===== config.mk =====
export PLATFORM = sky130hd
export DESIGN_NAME = apb_requester_flat
export DESIGN_NICKNAME = d
export VERILOG_FILES = /design/src/rtl/apb_requester_if.sv /design/src/rtl/apb_requester.sv /design/src/flat_wrapper.sv
export SDC_FILE = /design/constraint.sdc
export NUM_CORES = 1
export LEC_CHECK = 0
export CAP_MARGIN = 20
export CORE_MARGIN = 2
export CORE_UTILIZATION = 35
export DETAILED_ROUTE_END_ITERATION = 8
export PLACE_DENSITY_LB_ADDON = 0.12
export SYNTH_ARGS = -nofsm -noshare
export SYNTH_HDL_FRONTEND = slang
export SYNTH_SLANG_ARGS = --single-unit

===== constraint.sdc =====
create_clock -name pclk -period 2.15 [get_ports pclk]
set_clock_uncertainty 0.05 [all_clocks]
set_input_delay 0.215 -clock pclk [delete_from_list [all_inputs] [get_ports pclk]]
set_output_delay 0.215 -clock pclk [all_outputs]
set_load 0.1 [all_outputs]

===== src/rtl/apb_requester_if.sv =====
// apb_requester_if: core command/response port plus the APB completer bus of the APB requester bridge.
interface apb_requester_if #(
  parameter int ADDR_W = 8
);
  logic              cmd_valid;
  logic              cmd_ready;
  logic              cmd_write;
  logic [ADDR_W-1:0] cmd_addr;
  logic [31:0]       cmd_wdata;
  logic [3:0]        cmd_strb;
  logic              rsp_valid;
  logic [31:0]       rsp_rdata;
  logic              rsp_err;
  logic              rsp_timeout;
  logic              psel;
  logic              penable;
  logic [ADDR_W-1:0] paddr;
  logic              pwrite;
  logic [31:0]       pwdata;
  logic [3:0]        pstrb;
  logic [2:0]        pprot;
  logic [31:0]       prdata;
  logic              pready;
  logic              pslverr;
  modport master (
    input  cmd_valid, cmd_write, cmd_addr, cmd_wdata, cmd_strb, prdata, pready, pslverr,
    output cmd_ready, rsp_valid, rsp_rdata, rsp_err, rsp_timeout,
    output psel, penable, paddr, pwrite, pwdata, pstrb, pprot
  );
  modport slave (
    output cmd_valid, cmd_write, cmd_addr, cmd_wdata, cmd_strb, prdata, pready, pslverr,
    input  cmd_ready, rsp_valid, rsp_rdata, rsp_err, rsp_timeout,
    input  psel, penable, paddr, pwrite, pwdata, pstrb, pprot
  );
endinterface


===== src/rtl/apb_requester.sv =====
// apb_requester: turns each core command into one APB SETUP/ACCESS transfer with wait states and timeout abort.
module apb_requester #(
  parameter int         ADDR_W      = 8,
  parameter int         TIMEOUT_CYC = 16,
  parameter logic [2:0] PPROT_VAL   = 3'b000
) (
  input logic             pclk,
  input logic             preset_n,
  apb_requester_if.master bus
);
  localparam logic [1:0] IDLE   = 2'd0;
  localparam logic [1:0] SETUP  = 2'd1;
  localparam logic [1:0] ACCESS = 2'd2;
  localparam int CW = TIMEOUT_CYC > 1 ? $clog2(TIMEOUT_CYC) : 1;
  localparam logic [CW-1:0] CNT_LAST = CW'(TIMEOUT_CYC > 0 ? TIMEOUT_CYC - 1 : 0);
  logic [1:0]        state_q, state_d;
  logic [CW-1:0]     cnt_q, cnt_d;
  logic              psel_q, psel_d;
  logic              penable_q, penable_d;
  logic [ADDR_W-1:0] paddr_q, paddr_d;
  logic              pwrite_q, pwrite_d;
  logic [31:0]       pwdata_q, pwdata_d;
  logic [3:0]        pstrb_q, pstrb_d;
  logic              rsp_valid_q, rsp_valid_d;
  logic [31:0]       rsp_rdata_q, rsp_rdata_d;
  logic              rsp_err_q, rsp_err_d;
  logic              rsp_timeout_q, rsp_timeout_d;
  logic              timeout_hit;
  assign timeout_hit = (TIMEOUT_CYC != 0) && (cnt_q == CNT_LAST);
  always_comb begin
    state_d       = state_q;
    cnt_d         = cnt_q;
    psel_d        = psel_q;
    penable_d     = penable_q;
    paddr_d       = paddr_q;
    pwrite_d      = pwrite_q;
    pwdata_d      = pwdata_q;
    pstrb_d       = pstrb_q;
    rsp_valid_d   = 1'b0;
    rsp_err_d     = 1'b0;
    rsp_timeout_d = 1'b0;
    rsp_rdata_d   = rsp_rdata_q;
    case (state_q)
      IDLE: if (bus.cmd_valid) begin
        state_d  = SETUP;
        psel_d   = 1'b1;
        paddr_d  = bus.cmd_addr;
        pwrite_d = bus.cmd_write;
        pwdata_d = bus.cmd_wdata;
        pstrb_d  = bus.cmd_write ? bus.cmd_strb : 4'b0000;
      end
      SETUP: begin
        state_d   = ACCESS;
        penable_d = 1'b1;
        cnt_d     = '0;
      end
      ACCESS: if (bus.pready || timeout_hit) begin
        // a completed transfer wins over a timeout landing on the same edge
        state_d       = IDLE;
        psel_d        = 1'b0;
        penable_d     = 1'b0;
        rsp_valid_d   = 1'b1;
        rsp_err_d     = !bus.pready || bus.pslverr;
        rsp_timeout_d = !bus.pready;
        rsp_rdata_d   = pwrite_q ? rsp_rdata_q : bus.pready ? bus.prdata : 32'h0;
      end else begin
        cnt_d = cnt_q + 1'b1;
      end
      default: begin
        state_d   = IDLE;
        psel_d    = 1'b0;
        penable_d = 1'b0;
      end
    endcase
  end
  always_ff @(posedge pclk or negedge preset_n) begin
    if (!preset_n) begin
      state_q       <= IDLE;
      cnt_q         <= '0;
      psel_q        <= 1'b0;
      penable_q     <= 1'b0;
      paddr_q       <= '0;
      pwrite_q      <= 1'b0;
      pwdata_q      <= '0;
      pstrb_q       <= '0;
      rsp_valid_q   <= 1'b0;
      rsp_rdata_q   <= '0;
      rsp_err_q     <= 1'b0;
      rsp_timeout_q <= 1'b0;
    end else begin
      state_q       <= state_d;
      cnt_q         <= cnt_d;
      psel_q        <= psel_d;
      penable_q     <= penable_d;
      paddr_q       <= paddr_d;
      pwrite_q      <= pwrite_d;
      pwdata_q      <= pwdata_d;
      pstrb_q       <= pstrb_d;
      rsp_valid_q   <= rsp_valid_d;
      rsp_rdata_q   <= rsp_rdata_d;
      rsp_err_q     <= rsp_err_d;
      rsp_timeout_q <= rsp_timeout_d;
    end
  end
  assign bus.cmd_ready   = state_q == IDLE;
  assign bus.psel        = psel_q;
  assign bus.penable     = penable_q;
  assign bus.paddr       = paddr_q;
  assign bus.pwrite      = pwrite_q;
  assign bus.pwdata      = pwdata_q;
  assign bus.pstrb       = pstrb_q;
  assign bus.pprot       = PPROT_VAL;
  assign bus.rsp_valid   = rsp_valid_q;
  assign bus.rsp_rdata   = rsp_rdata_q;
  assign bus.rsp_err     = rsp_err_q;
  assign bus.rsp_timeout = rsp_timeout_q;
endmodule


===== src/flat_wrapper.sv =====
// flat-port wrapper written by rule: the top's interface ports become plain ports
module apb_requester_flat 
#(
  parameter int         ADDR_W      = 8,
  parameter int         TIMEOUT_CYC = 16,
  parameter logic [2:0] PPROT_VAL   = 3'b000
)
  (pclk, preset_n, bus_cmd_valid, bus_cmd_write, bus_cmd_addr, bus_cmd_wdata, bus_cmd_strb, bus_prdata, bus_pready, bus_pslverr, bus_cmd_ready, bus_rsp_valid, bus_rsp_rdata, bus_rsp_err, bus_rsp_timeout, bus_psel, bus_penable, bus_paddr, bus_pwrite, bus_pwdata, bus_pstrb, bus_pprot);
  apb_requester_if #(.ADDR_W(ADDR_W)) bus_i ();
  input logic pclk;
  input logic preset_n;
  input wire logic [$bits(bus_i.cmd_valid)-1:0] bus_cmd_valid;
  input wire logic [$bits(bus_i.cmd_write)-1:0] bus_cmd_write;
  input wire logic [$bits(bus_i.cmd_addr)-1:0] bus_cmd_addr;
  input wire logic [$bits(bus_i.cmd_wdata)-1:0] bus_cmd_wdata;
  input wire logic [$bits(bus_i.cmd_strb)-1:0] bus_cmd_strb;
  input wire logic [$bits(bus_i.prdata)-1:0] bus_prdata;
  input wire logic [$bits(bus_i.pready)-1:0] bus_pready;
  input wire logic [$bits(bus_i.pslverr)-1:0] bus_pslverr;
  output wire logic [$bits(bus_i.cmd_ready)-1:0] bus_cmd_ready;
  output wire logic [$bits(bus_i.rsp_valid)-1:0] bus_rsp_valid;
  output wire logic [$bits(bus_i.rsp_rdata)-1:0] bus_rsp_rdata;
  output wire logic [$bits(bus_i.rsp_err)-1:0] bus_rsp_err;
  output wire logic [$bits(bus_i.rsp_timeout)-1:0] bus_rsp_timeout;
  output wire logic [$bits(bus_i.psel)-1:0] bus_psel;
  output wire logic [$bits(bus_i.penable)-1:0] bus_penable;
  output wire logic [$bits(bus_i.paddr)-1:0] bus_paddr;
  output wire logic [$bits(bus_i.pwrite)-1:0] bus_pwrite;
  output wire logic [$bits(bus_i.pwdata)-1:0] bus_pwdata;
  output wire logic [$bits(bus_i.pstrb)-1:0] bus_pstrb;
  output wire logic [$bits(bus_i.pprot)-1:0] bus_pprot;
  assign bus_i.cmd_valid = bus_cmd_valid;
  assign bus_i.cmd_write = bus_cmd_write;
  assign bus_i.cmd_addr = bus_cmd_addr;
  assign bus_i.cmd_wdata = bus_cmd_wdata;
  assign bus_i.cmd_strb = bus_cmd_strb;
  assign bus_i.prdata = bus_prdata;
  assign bus_i.pready = bus_pready;
  assign bus_i.pslverr = bus_pslverr;
  assign bus_cmd_ready = bus_i.cmd_ready;
  assign bus_rsp_valid = bus_i.rsp_valid;
  assign bus_rsp_rdata = bus_i.rsp_rdata;
  assign bus_rsp_err = bus_i.rsp_err;
  assign bus_rsp_timeout = bus_i.rsp_timeout;
  assign bus_psel = bus_i.psel;
  assign bus_penable = bus_i.penable;
  assign bus_paddr = bus_i.paddr;
  assign bus_pwrite = bus_i.pwrite;
  assign bus_pwdata = bus_i.pwdata;
  assign bus_pstrb = bus_i.pstrb;
  assign bus_pprot = bus_i.pprot;
  apb_requester #(.ADDR_W(ADDR_W), .TIMEOUT_CYC(TIMEOUT_CYC), .PPROT_VAL(PPROT_VAL)) u_core (.pclk(pclk), .preset_n(preset_n), .bus(bus_i));
endmodule

==> results of run 1 <==
==> timing repair <==
| item | in CTS | in global routing |
|---|---|---|
| hold buffers | 1 | 0 |
| hold endpoints to repair | 88 | 0 |
| resized for setup | 0 | 0 |
==> cell usage in the layout, fill, tap and decap left out, types with 5 or more instances in the layout <==
cell and n:
sky130_fd_sc_hd__buf_4 87, sky130_fd_sc_hd__dfrtp_1 88, sky130_fd_sc_hd__clkbuf_8 12, sky130_fd_sc_hd__clkdlybuf4s50_1 80
sky130_fd_sc_hd__o21ai_0 9, sky130_fd_sc_hd__nand3_1 5, sky130_fd_sc_hd__mux2_2 41, sky130_fd_sc_hd__inv_1 9
sky130_fd_sc_hd__a22o_1 32
==> state kept, by name, summed over array words and instances, names as in the netlist <==
signal,cells
u_core.bus.paddr,8
u_core.bus.penable,1
u_core.bus.psel,1
u_core.bus.pstrb,4
u_core.bus.pwdata,32
u_core.bus.pwrite,1
u_core.bus.rsp_err,1
u_core.bus.rsp_rdata,32
u_core.bus.rsp_timeout,1
u_core.bus.rsp_valid,1
u_core.cnt_q,4
u_core.state_q,2
==> Yosys cell counts (all sizes together) <==
library cell	n
nor3	2
a22o	32
nor2b	1
o21a	2
nor4	3
a31o	1
mux2	41
buf	17
nand4b	1
a31oi	3
or2b	1
a21oi	3
nand3	5
inv	9
dfrtp	88
ha	1
conb	1
nor3b	2
o21ai	9
nor2	3
o22ai	1
or3	1
nand2b	1
a32oi	1
nand2	1
==> stage by stage <==
| stage | instances | cell area, um2 |
|---|---|---|
| 3_3_place_gp | 514 | 4950 |
| 6_report | 530 | 5160 |
| 3_5_place_dp | 514 | 4950 |
| 2_1_floorplan | 232 | 3380 |
| 4_1_cts | 530 | 5160 |
| 5_1_grt | 530 | 5160 |
==> path summary, 6_finish.rpt <==
| check | to | slack (ps) | start |
|---|---|---|---|
| worst max-delay path | u_core.bus.rsp_rdata[17]$_DFFE_PN0P_ | 310 | u_core.cnt_q[0]$_DFFE_PN0P_ |
| worst min-delay path | u_core.bus.rsp_rdata[15]$_DFFE_PN0P_ | 160 | preset_n |
| max in group asynchronous | u_core.bus.pstrb[3]$_DFFE_PN0P_ | 1230 | preset_n |
| min in group pclk | u_core.bus.pstrb[0]$_DFFE_PN0P_ | 410 | bus_cmd_strb[0] |
| worst min register to register | u_core.bus.rsp_rdata[27]$_DFFE_PN0P_ | 450 | u_core.bus.rsp_rdata[27]$_DFFE_PN0P_ |
| worst max register to register | u_core.bus.rsp_rdata[17]$_DFFE_PN0P_ | 310 | u_core.cnt_q[0]$_DFFE_PN0P_ |
==> layer usage <==
layer  part of all wire (%)  wire length, um  track usage [%]
met5                      0                0                0
met4                    1.5              114             5.54
met3                     12              901             5.54
met2                     43             3290             20.5
met1                     44             3370             20.2
==> layout make-up <==
cell class	count	area share [%]
clock buffers	12	3.20
clock inverters	3	0.776
inverters	9	0.655
multi-input cells	118	20.0
flip-flops and latches	88	42.7
well taps	129	3.13
repair buffers	171	29.5
==> cells by family after synthesis <==
kind of cell    Yosys count  share of synthesized area [%]
flops                    88                           65.3
compound gates           52                           11.8
mux                      41                           13.7
buf+inv                  26                           4.67
simple gates             21                           4.04
fa+ha+maj                 1                          0.371
other cells               1                          0.111
==> critical path: cells and delay by family (launching register included) <==
family	cells	cell delay, ps
flops	1	430
buf+inv	1	240
compound gates	2	400
fa+ha+maj	1	260
simple gates	1	340
==> results.md, run 1 <==
Drt:
- The detailed router placed 2463 vias in this run.
- The ratio of routed vias to standard cells is 4.65.
- For this run, the detailed router's first-pass iteration total came to 4.
- The sum of routed wire length over all layers is 7.67 mm.
- The final routed wire length divided by cell count is 14.5 um.
- The number of DRC markers in iteration 0 is 72.
- After detailed routing, the number of remaining DRC violations is 0.
- In this run the remaining antenna-violating nets after routing total 0.

Timing:
- Setup violations remaining at the end of the flow were counted as 0.
- Across all setup checks in the final design, the least slack found is 311 ps.
- The max-slew violation total from the final report came to 0.
- The post-route fraction of the period consumed by the critical path is 85.5%.
- The final hold violation count is 0.
- The minimum hold slack is 156 ps.
- For this run, the top clock speed supported by timing is 544 MHz.
- Setup repair after global routing left no endpoint under its margin.
- The aggregate negative setup slack is 0 ps.
- The final critical-path required period is 1840 ps.

Cells and area:
- The number of antenna diodes in the final layout is 0.
- The net total in the final layout is 480.
- Cells with a size suffix above 1 make up 37.7% of the layout.
- The final cell utilization of the core is 55.6%.
- From synthesis to final layout, the design area changed by 53.1%.
- The fill cell instance count of the final layout is 818.
- The multi-input combinational cells in the finished layout cover a total of 1030 um2.
- The footprint of the flip-flops and latches is 2200 um2.

Yosys:
- The number of distinct standard cells referenced by the synthesized netlist is 29.
- The dominant cell type by area after synthesis is sky130_fd_sc_hd__dfrtp_1.
- Summed over its instances, the top area cell type makes up 65.3% of the synthesized netlist area.
- Synthesis produced a netlist whose cell count is 230.
- The post-synthesis average cell area is 14.7 um2.
- The Yosys step of the flow raised 0 warnings.
- Sequential cells were found to cover 65.3% of the synthesized design area.
- By area the synthesized netlist is led by sky130_fd_sc_hd__dfrtp_1 65%, sky130_fd_sc_hd__mux2_2 14%, sky130_fd_sc_hd__a22o_1 8.3%.
- The synthesized netlist occupies a cell area of 3370 um2.
- After synthesis the netlist holds a flip-flop and latch count of 88.

Die:
- In this run the standard cell core region covers 9280 um2.
- The die is 102 um tall.
- The initial core utilization is 36.3%.
- The number of cell rows is 35.
- The I/O pin count is 168.
- From left edge to right edge, the die measures 102 um.
- The area of the die is 10400 um2.

Setup path:
- Traced cell by cell, the critical path runs through ha_1, a31oi_1, or3_1, buf_4, a22o_1.
- On the worst path, the slowest cell contributes a delay of 430 ps.
- The required arrival time at the worst endpoint is 2320 ps.
- The critical-path cell with the highest stage delay is sky130_fd_sc_hd__dfrtp_1.
- Data on the critical path arrives at its endpoint at 2010 ps.
- STA classifies the critical path endpoint as a flop.
- Measured in cells, the most critical reg-to-reg path has a length of 5.
- The worst setup path is launched from a flop.
- The critical path is of the flop to flop type.
- The largest fanout on the critical path is 32.

Placement:
- The number of buffers added on ports is 164.
- Before CTS, the worst setup slack after placement is 273 ps.
- The global placer's final weighted congestion is 0.720.
- Once detailed placement completed, the half-perimeter wirelength came to 5.47 mm.

Clock tree:
- TritonCTS created 9 clock buffers.
- The clock transition at the register clock pins on the worst setup and hold paths after CTS is 80 ps.
- The number of levels the H-tree was split into is 3.
- The number of post-CTS setup repair buffers is 0.
- The tree built by TritonCTS fans out to 88 sinks.
- The clock latency reported for the late side of the worst-skew pair is 340 ps.
- The maximum clock insertion buffer count is 2.
- The TritonCTS clock tree is built.
- The tree is rooted in a sky130_fd_sc_hd__clkbuf_8.

Global route:
- The pin count of the biggest net entering global routing is 50.
- Across every metal layer, demand over resource in global routing totals 14.5%.
- The total overflow reported by the global router is 0.
- The via count of the first global-routing pass is 2449.
- The initial antenna violation count was 0.
- The first global-routing pass estimated 11.8 mm of wire.

Min path:
- The type of the worst min-delay path is input pin to async pin.

Status:
- The flow ran to the end, and the final reports show no timing, DRC or antenna violations.

Run:
- The tool flagged a number of max-cap violations equal to 0.
Power of run 1 is not shown: default switching activity piles up to over one toggle a cycle in this logic, so the estimate is an artifact.
==> run 2: changes to the inputs <==
--- a/config.mk
+++ b/config.mk
@@ -9,6 +9,7 @@
 export CORE_MARGIN = 2
 export CORE_UTILIZATION = 35
 export DETAILED_ROUTE_END_ITERATION = 8
+export MAX_ROUTING_LAYER = met4
 export PLACE_DENSITY_LB_ADDON = 0.12
 export SYNTH_ARGS = -nofsm -noshare
 export SYNTH_HDL_FRONTEND = slang
==> results.md, run 2 (same netlist as run 1, synthesis figures left out) <==
Cells and area:
- In the layout the commonest cells are 88 x sky130_fd_sc_hd__dfrtp_1, 87 x sky130_fd_sc_hd__buf_4, 80 x sky130_fd_sc_hd__clkdlybuf4s50_1.
- The net total in the final layout is 480.
- The commonest non-fill, non-tap cell in the layout is sky130_fd_sc_hd__dfrtp_1.
- The post-route netlist has 37.7% of its cells at a drive strength greater than 1.
- Relative to the synthesized area, the layout overhead comes to 53.1%.
- The repair_antennas step left the layout with diodes totalling 0.
- Summing all non-filler instances in the final layout gives an area of 5160 um2.

Global route:
- The via count of the first global-routing pass came to 2448.
- In the global route stage, overall resource usage came out at 14.9%.
- Entering global routing, the biggest net connects 50 pins.
- In the global route stage, met3 resource usage came out at 4.38%.
- The initial antenna violation count is 0.
- After global routing, the most crowded layer is met1.
- The met2 usage is 20.5%.
- The first global-routing pass estimated 11.8 mm of wire.
- Global routing consumed, on the met1 layer, 21.0% of the routing resources.
- The total overflow reported by the global router is 0.

Setup path:
- The required arrival time at the worst endpoint is 2320 ps.
- The worst setup slack for register-to-register paths is 310 ps.
- The type of the worst setup path is flop to flop.
- Data on the critical path arrives at its endpoint at 2010 ps.
- The kind of end point of the critical path is a flop.
- The largest stage delay on the critical path is 430 ps.
- The critical path goes through ha_1, a31oi_1, or3_1, buf_4, a22o_1.
- STA classifies the critical path startpoint as a flop.
- The kind of cell with the highest combined delay along the critical path is flip-flops.
- The largest fanout on the critical path is 32.
- The buffering stage count on the worst path with inverters included is 1.
- For this design, the slowest cell found on the critical path is sky130_fd_sc_hd__dfrtp_1.

Placement:
- The global placer's final weighted congestion is 0.729.
- Summing all placed instances gives a cell area of 4950 um2.
- In this run the tool buffered the top-level ports with 164 buffer cells.
- The half-perimeter wire length after detailed placement is 5.47 mm.

Die:
- Measured along the x axis, the die boundary spans 102 um.
- The vertical die dimension is 102 um.
- During I/O placement, the number of pins put on the boundary was 168.
- The floorplan step defined a die boundary enclosing 10400 um2.
- The initial core utilization is 36.3%.
- The number of cell rows is 35.
- The standard cell core area is 9280 um2.

Run:
- The number of max-cap violations is 0.

Drt:
- The sum of routed wire length over all layers is 7.67 mm.
- In the routed layout, each cell is associated on average with a via count of 4.66.
- The number of DRC markers in iteration 0 is 75.
- The final routed wire length divided by cell count is 14.5 um.
- In the routed design, unresolved DRC markers number 0.
- The count of nets left with antenna violations once routing finished came out at 0.
- The number of detailed-route iterations in the first pass is 4.
- The detailed-route via count is 2469.

Timing:
- The max-slew violation total from the final report is 0.
- Setup repair after global routing left no endpoint under its margin.
- The aggregate negative setup slack is 0 ps.
- Setup violations remaining at the end of the flow were counted as 0.
- The highest attainable clock frequency is 544 MHz.
- The final hold violation count was 0.
- The smallest clock period supported by the final layout is computed as 1840 ps.
- Of the available clock period, the critical path in the final layout requires 85.5%.

Clock tree:
- The number of post-CTS setup repair buffers is 0.
- The clock latency reported for the late side of the worst-skew pair is 340 ps.
- TritonCTS built the clock tree.
- The maximum clock insertion buffer count is 2.
- The tree is rooted in a sky130_fd_sc_hd__clkbuf_8.
- The post-cts resize count is 0.
- The number of levels the H-tree was split into is 3.
- The clock sink total is 88.
- The clock transition at the register clock pins on the worst setup and hold paths after CTS is 80 ps.
- TritonCTS created 9 clock buffers.

Status:
- The flow ran to the end, and the final reports show no timing, DRC or antenna violations.

Min path:
- The type of the worst min-delay path is input pin to async pin.
-- run 2: cell type report --
type / instances / area (um2)
fillers: 818 / 4120
flip-flops and latches: 88 / 2200
repair buffers: 171 / 1520
multi-input cells: 118 / 1030
clock buffers: 12 / 165
well taps: 129 / 161
clock inverters: 3 / 40.0
inverters: 9 / 33.8
-- run 2: repair_timing --
item	in CTS	in global routing
hold buffers	1	0
endpoints found under the hold margin	88	0
setup endpoints to repair	0	0
-- run 2: through the flow --
stage	setup slack (ps)	hold WS (ps)	instances	utilization (%)
2_1_floorplan	306	-131	232	-
3_3_place_gp	281	-39.2	514	53.3
3_5_place_dp	273	-38.8	514	53.3
4_1_cts	306	126	530	55.6
5_1_grt	183	138	530	55.6
6_report	311	156	530	55.6
-- run 2: worst reg2reg max path: stages (launching register included) --
cell                      delay [ps]
sky130_fd_sc_hd__dfrtp_1         430
sky130_fd_sc_hd__ha_1            260
sky130_fd_sc_hd__a31oi_1         190
sky130_fd_sc_hd__or3_1           340
sky130_fd_sc_hd__buf_4           240
sky130_fd_sc_hd__a22o_1          220
-- run 2: final timing paths --
| check | startpoint | end | cells past startpoint |
|---|---|---|---|
| worst max-delay path | u_core.cnt_q[0]$_DFFE_PN0P_ | u_core.bus.rsp_rdata[17]$_DFFE_PN0P_ | 5 |
| worst min-delay path | preset_n | u_core.bus.rsp_rdata[15]$_DFFE_PN0P_ | 2 |
| worst max register to register | u_core.cnt_q[0]$_DFFE_PN0P_ | u_core.bus.rsp_rdata[17]$_DFFE_PN0P_ | 5 |
| worst min register to register | u_core.bus.rsp_rdata[27]$_DFFE_PN0P_ | u_core.bus.rsp_rdata[27]$_DFFE_PN0P_ | 1 |
| max in group asynchronous | preset_n | u_core.bus.pstrb[2]$_DFFE_PN0P_ | 3 |
| min in group pclk | bus_cmd_strb[0] | u_core.bus.pstrb[0]$_DFFE_PN0P_ | 3 |
-- run 2: metal layers --
metal	share of wire (%)	vias up
li1	-	1165
met1	46	1175
met2	43	118
met3	10	11
met4	1.5	0
met5	0	-
Power of run 2 is left out for the same reason.
